--- src/rtl/mem_port_arbiter_pkg.sv ---
// Shared types and constants for the two-master memory port arbiter.
// Owner encodings, master ids and the read-tag bundle.
package mem_port_arbiter_pkg;

    typedef enum logic [1:0] {
        OWN_NONE = 2'd0,
        OWN_M0   = 2'd1,
        OWN_M1   = 2'd2
    } owner_e;

    localparam logic ID_M0 = 1'b0;
    localparam logic ID_M1 = 1'b1;

    typedef struct packed {
        logic valid;
        logic id;
    } rd_tag_t;

    function automatic owner_e owner_of(input logic id);
        return id ? OWN_M1 : OWN_M0;
    endfunction

endpackage

--- src/rtl/mem_port_arbiter_rr_arb2.sv ---
// Two-way round-robin pick with lock override.
// Purely combinational; the caller masks the result during reset.
module rr_arb2
    import mem_port_arbiter_pkg::*;
(
    input  logic [1:0] req,
    input  logic       last_gnt,
    input  owner_e     lock_owner,
    input  logic       lock_expired,
    output logic [1:0] gnt
);

    // Lock owner first, then sole requester, then the master not served last.
    always_comb begin
        gnt = 2'b00;
        if (lock_owner == OWN_M0 && req[0] && !lock_expired) begin
            gnt = 2'b01;
        end else if (lock_owner == OWN_M1 && req[1] && !lock_expired) begin
            gnt = 2'b10;
        end else begin
            unique case (req)
                2'b01:   gnt = 2'b01;
                2'b10:   gnt = 2'b10;
                2'b11:   gnt = last_gnt ? 2'b01 : 2'b10;
                default: gnt = 2'b00;
            endcase
        end
    end

endmodule

--- src/rtl/mem_port_arbiter.sv ---
// Shares one synchronous memory port between the core data side (m0)
// and the debug/loader engine (m1); routes 1-cycle read data back.
module mem_port_arbiter
    import mem_port_arbiter_pkg::*;
#(
    parameter int N        = 32,
    parameter int MAX_LOCK = 8
) (
    input  logic         clk,
    input  logic         rst,
    input  logic         m0_req,
    input  logic         m0_wr,
    input  logic [N-1:0] m0_addr,
    input  logic [N-1:0] m0_wdata,
    input  logic         m0_lock,
    output logic         m0_gnt,
    output logic         m0_rvalid,
    output logic [N-1:0] m0_rdata,
    input  logic         m1_req,
    input  logic         m1_wr,
    input  logic [N-1:0] m1_addr,
    input  logic [N-1:0] m1_wdata,
    input  logic         m1_lock,
    output logic         m1_gnt,
    output logic         m1_rvalid,
    output logic [N-1:0] m1_rdata,
    output logic         mem_wr_ena,
    output logic [N-1:0] mem_addr,
    output logic [N-1:0] mem_wr_data,
    input  logic [N-1:0] mem_rd_data
);

    logic       last_gnt;
    owner_e     lock_owner;
    logic [7:0] lock_cnt;
    rd_tag_t    rd_tag;

    logic [1:0] arb_gnt;
    logic [1:0] gnt;
    logic       lock_expired;
    logic       any_gnt;
    logic       gnt_id;
    logic       sel_wr;
    logic       sel_lock;
    logic       owner_req;

    assign lock_expired = (lock_cnt >= 8'(MAX_LOCK));

    rr_arb2 u_arb (
        .req          ({m1_req, m0_req}),
        .last_gnt     (last_gnt),
        .lock_owner   (lock_owner),
        .lock_expired (lock_expired),
        .gnt          (arb_gnt)
    );

    // No grant may escape while reset is held.
    assign gnt     = rst ? 2'b00 : arb_gnt;
    assign m0_gnt  = gnt[0];
    assign m1_gnt  = gnt[1];
    assign any_gnt = |gnt;
    assign gnt_id  = gnt[1];

    assign owner_req = (lock_owner == OWN_M0 && m0_req) ||
                       (lock_owner == OWN_M1 && m1_req);

    // Steer the granted master onto the memory port; idle port drives zeros.
    always_comb begin
        mem_wr_ena  = 1'b0;
        mem_addr    = '0;
        mem_wr_data = '0;
        sel_wr      = 1'b0;
        sel_lock    = 1'b0;
        if (gnt[0]) begin
            mem_wr_ena  = m0_wr;
            mem_addr    = m0_addr;
            mem_wr_data = m0_wdata;
            sel_wr      = m0_wr;
            sel_lock    = m0_lock;
        end else if (gnt[1]) begin
            mem_wr_ena  = m1_wr;
            mem_addr    = m1_addr;
            mem_wr_data = m1_wdata;
            sel_wr      = m1_wr;
            sel_lock    = m1_lock;
        end
    end

    // Arbitration history, lock window and in-flight read tag.
    // A lock re-granted after expiry starts a fresh window of MAX_LOCK.
    always_ff @(posedge clk or posedge rst) begin
        if (rst) begin
            last_gnt     <= ID_M1;
            lock_owner   <= OWN_NONE;
            lock_cnt     <= 8'd0;
            rd_tag.valid <= 1'b0;
            rd_tag.id    <= ID_M0;
        end else begin
            rd_tag.valid <= any_gnt && !sel_wr;
            rd_tag.id    <= gnt_id;
            if (any_gnt) begin
                last_gnt <= gnt_id;
                if (!sel_lock) begin
                    lock_owner <= OWN_NONE;
                    lock_cnt   <= 8'd0;
                end else if (lock_owner == owner_of(gnt_id) && !lock_expired) begin
                    lock_cnt <= lock_cnt + 8'd1;
                end else begin
                    lock_owner <= owner_of(gnt_id);
                    lock_cnt   <= 8'd1;
                end
            end else if (lock_owner != OWN_NONE && !owner_req) begin
                lock_owner <= OWN_NONE;
                lock_cnt   <= 8'd0;
            end
        end
    end

    assign m0_rvalid = rd_tag.valid && (rd_tag.id == ID_M0);
    assign m1_rvalid = rd_tag.valid && (rd_tag.id == ID_M1);
    assign m0_rdata  = mem_rd_data;
    assign m1_rdata  = mem_rd_data;

endmodule

--- config.mk ---
export PLATFORM = sky130hd
export DESIGN_NAME = mem_port_arbiter
export DESIGN_NICKNAME = d
export VERILOG_FILES = /design/src/rtl/mem_port_arbiter_pkg.sv /design/src/rtl/mem_port_arbiter_rr_arb2.sv /design/src/rtl/mem_port_arbiter.sv
export SDC_FILE = /design/constraint.sdc
export NUM_CORES = 1
export LEC_CHECK = 0
export ABC_AREA = 1
export CAP_MARGIN = 5
export CORE_AREA = 4 4 114 116
export CTS_CLUSTER_DIAMETER = 50
export CTS_CLUSTER_SIZE = 8
export DETAILED_ROUTE_END_ITERATION = 8
export DIE_AREA = 0 0 118 120
export GPL_ROUTABILITY_DRIVEN = 0
export PLACE_DENSITY = 0.72
export SKIP_LAST_GASP = 1
export SLEW_MARGIN = 20
export SYNTH_ARGS = -nofsm -noshare
export SYNTH_HDL_FRONTEND = slang
export SYNTH_SLANG_ARGS = --single-unit
--- constraint.sdc ---
create_clock -name clk -period 2.3 [get_ports clk]
set_clock_uncertainty 0.1 [all_clocks]
set_input_delay 0.46 -clock clk [delete_from_list [all_inputs] [get_ports clk]]
set_output_delay 0.46 -clock clk [all_outputs]
set_load 0.02 [all_outputs]
==> impl_metrics.toml, run 1 <==
[clock_network]
cts_buffers = 3
postCtsHoldBufs = 0
clockBufferDepth = 2
cts_tree = "yes"
clock_latency_ns = 0.24
clockRootBuffer = "clkbuf_16"
clkTransAtPathRegs_ns = 0.04
cts_sinks = 13
htreeDepth = 1

[global_routing]
grt_pass1_wl_um = 14200
grt_pass1_vias = 2781
overflow = 0
grt_max_degree = 17
grt_antenna_before_repair = 0
track_usage_pct = 12.5

[critical_path]
crit_path_frequent_cell = "nand2_2"
required_ns = 1.74
crit_fanout = 8
endpoint_kind = "output pin"
cp_num_buf_inv = 3
crit_chain = "nor2_2, nand2_2, nor2_4, nand2_2, nand2_2, nand2_2, nand2_4, clkinv_8, buf_12, nand2_2, nand2_2, buf_12"
r2r-start = "last_gnt$_DFFE_PP1P_"
cp_top_family = "simple AND/OR/NAND/NOR gates"
slowest_delay_ns = 0.38
cp_slowest_cell = "dfrtp_1"
critical_path_class = "flip-flop to output pin"
arrival_ns = 1.90
r2r_end = "lock_owner[1]$_DFFE_PP0P_"
reg2regPathDepth = 12
rrSetupSlack_ns = 0.30
startpoint_type = "flip-flop"

[detailed_routing]
drt_pass1_iterations = 4
drc = 0
num_vias = 2750
wl_per_cell_um = 14.6
drtIter0Drc = 41
via_per_inst = 4.06
wl_um = 9860
antenna_left = 0

[final_layout]
fin_cells = 677
final.fill_count = 1243
drive_gt1_share_pct = 30.9
diodes = 0
fin_nets = 701
area_growth_pct = 107
final_util_pct = 36.2

[synth]
yosys_register_bits = 13
syn-cell-area_mm2 = 0.00209
yosys_warnings = 0
synth-seq-area-share_pct = 15.6
synthCells = 366
synth.net_count = 536
synth.distinct_cells = 24
avgSynthCellArea_um2 = 5.71

[floorplan]
dieArea_mm2 = 0.0142
rows = 40
start_util_pct = 17.5
die_y_um = 120
io_pins = 301
die_w_um = 118
core_area_mm2 = 0.0119

[power]
power_density_mw_per_mm2 = 582
ir_drop_v = 0.000281
p_leak_nw = 2.23

[run_status]
status = "finished, violations left"
violations = "setup timing"

[hold_path]
hold_end = "lock_cnt[7]$_DFFE_PP0P_"
hold_depth = 2
hold_start = "lock_cnt[7]$_DFFE_PP0P_"
hold_class = "flip-flop to flip-flop"

[timing]
period_share_pct = 107
tightest_slew_ns = 0.224
finalCriticalPeriod_ns = 2.46
holdWs_ns = 0.406
setup_viol_count_final = 67
finalHoldViolations = 0
relSlewSlack_pct = 85.0
setup_tns_ns = -7.96
layout_setup_ws_ns = -0.160
fmax_ghz = 0.407
rsz0062_at_grt = "yes"
report.final.slew_viol_count = 0

[placed_design]
place_inst = 660
portBuffers = 204
dp_hpwl_um = 7280

[flow_run]
max_cap_violations = 0
worst reg2reg max path: cells and delay by family, from the launching register on:
kind / cells / cell delay [ns]
and+or+nand+nor: 8 / 0.64
DFF: 1 / 0.51
buffers and inverters: 3 / 0.42
AOI/OAI and AO/OA: 1 / 0.22
Yosys cell counts:
cell type / instances / area share [%]
xnor2_1: 1 / 0.42
nand2_4: 2 / 1.1
nor2_1: 7 / 1.3
nor2_4: 2 / 1.1
nand2_1: 209 / 38
inv_1: 17 / 3.1
ha_1: 2 / 1.2
inv_2: 1 / 0.18
buf_4: 64 / 23
nand2_2: 7 / 2.1
nand3_1: 7 / 1.7
nor2_2: 4 / 1.2
o21ai_0: 5 / 1.2
a21oi_2: 1 / 0.42
xor2_1: 1 / 0.42
inv_4: 2 / 0.60
a21oi_1: 2 / 0.48
dfrtp_1: 12 / 14
buf_6: 8 / 4.3
dfstp_2: 1 / 1.3
o22ai_1: 2 / 0.60
nand4_1: 2 / 0.60
buf_2: 6 / 1.4
nand3_2: 1 / 0.48
cells by family (layout without fill, tap and decap cells):
| group | Yosys count | count (layout) | share of synthesized area, % |
|---|---|---|---|
| simple gates | 241 | 241 | 47.0 |
| buf+inv | 98 | 262 | 32.6 |
| xor+xnor | 2 | 2 | 0.839 |
| flops | 13 | 13 | 15.6 |
| compound gates | 10 | 10 | 2.70 |
| fa+ha+maj | 2 | 2 | 1.20 |
how the worst max path moves through the flow:
stage | slack (ns) | cells past startpoint | end | startpoint
6_report | -0.16 | 12 | mem_wr_data[6] | lock_cnt[5]$_DFFE_PP0P_
5_1_grt | -0.28 | 12 | mem_wr_data[6] | lock_cnt[5]$_DFFE_PP0P_
4_1_cts | -0.15 | 12 | mem_addr[14] | lock_cnt[4]$_DFFE_PP0P_
3_5_place_dp | -0.71 | 11 | mem_wr_data[8] | m0_req
3_3_place_gp | -0.71 | 11 | mem_wr_data[8] | m0_req
2_1_floorplan | 0.27 | 6 | mem_wr_data[22] | rst
per-stage QoR:
step           area (um^2)  worst slack (ns)  total power, mW
6_report              4320            -0.160             2.51
5_1_grt               4320            -0.276             2.68
4_1_cts               4030            -0.147             2.39
3_5_place_dp          3930            -0.713             1.96
3_3_place_gp          3930            -0.708             1.96
2_1_floorplan         2090             0.270             1.25
sequential cells by signal (all words and copies together) (netlist names):
name	flops
lock_cnt	8
rd_tag	2
last_gnt	1
lock_owner	2
layout make-up:
class	instances	area [um^2]	area share, %
multi-input combinational	255	1240	28.8
clock buffer	4	78.8	1.83
timing repair buffer	238	2380	55.2
sequential	13	327	7.57
tap	147	184	4.26
inverter	20	100	2.32
metal layers:
| metal | track usage [%] | share of wire (%) | vias to the layer above |
|---|---|---|---|
| li1 | - | - | 1362 |
| met1 | 13.4 | 38 | 1186 |
| met2 | 22.3 | 48 | 176 |
| met3 | 5.80 | 12 | 26 |
| met4 | 3.30 | 2.5 | 0 |
| met5 | 0 | 0 | - |
cells in the final DEF, fill, tap and decap left out, drive strengths merged:
master	netlist	layout
nand2	218	218
dfrtp	12	12
inv	20	18
o22ai	2	2
xor2	1	1
buf	78	99
dlygate4sd2	0	2
nand3	8	8
a21oi	3	3
nor2	13	13
xnor2	1	1
bufbuf	0	1
ha	2	2
o21ai	5	5
clkinv	0	2
dfstp	1	1
nand4	2	2
clkbuf	0	5
clkdlybuf4s50	0	135
timing repair:
item / 4_1_cts / 5_1_grt
pin swaps: 2 / 14
cloned: 5 / 1
buffers inserted: 3 / 5
gates resized for setup: 309 / 92
setup endpoints to repair: 67 / 67
power breakdown:
part | internal (mW) | switching [mW]
combinational | 0.924 | 0.948
clock | 0.234 | 0.0968
sequential | 0.274 | 0.0334
total | 1.43 | 1.08
Note: power is estimated with default switching activity, not from simulation.
==> inputs of run 2 (changes only) <==
- CTS_CLUSTER_SIZE: 8 -> 14
==> results of run 2 <==
Same layout as run 1: the final DEF is identical, and so are final timing and power.
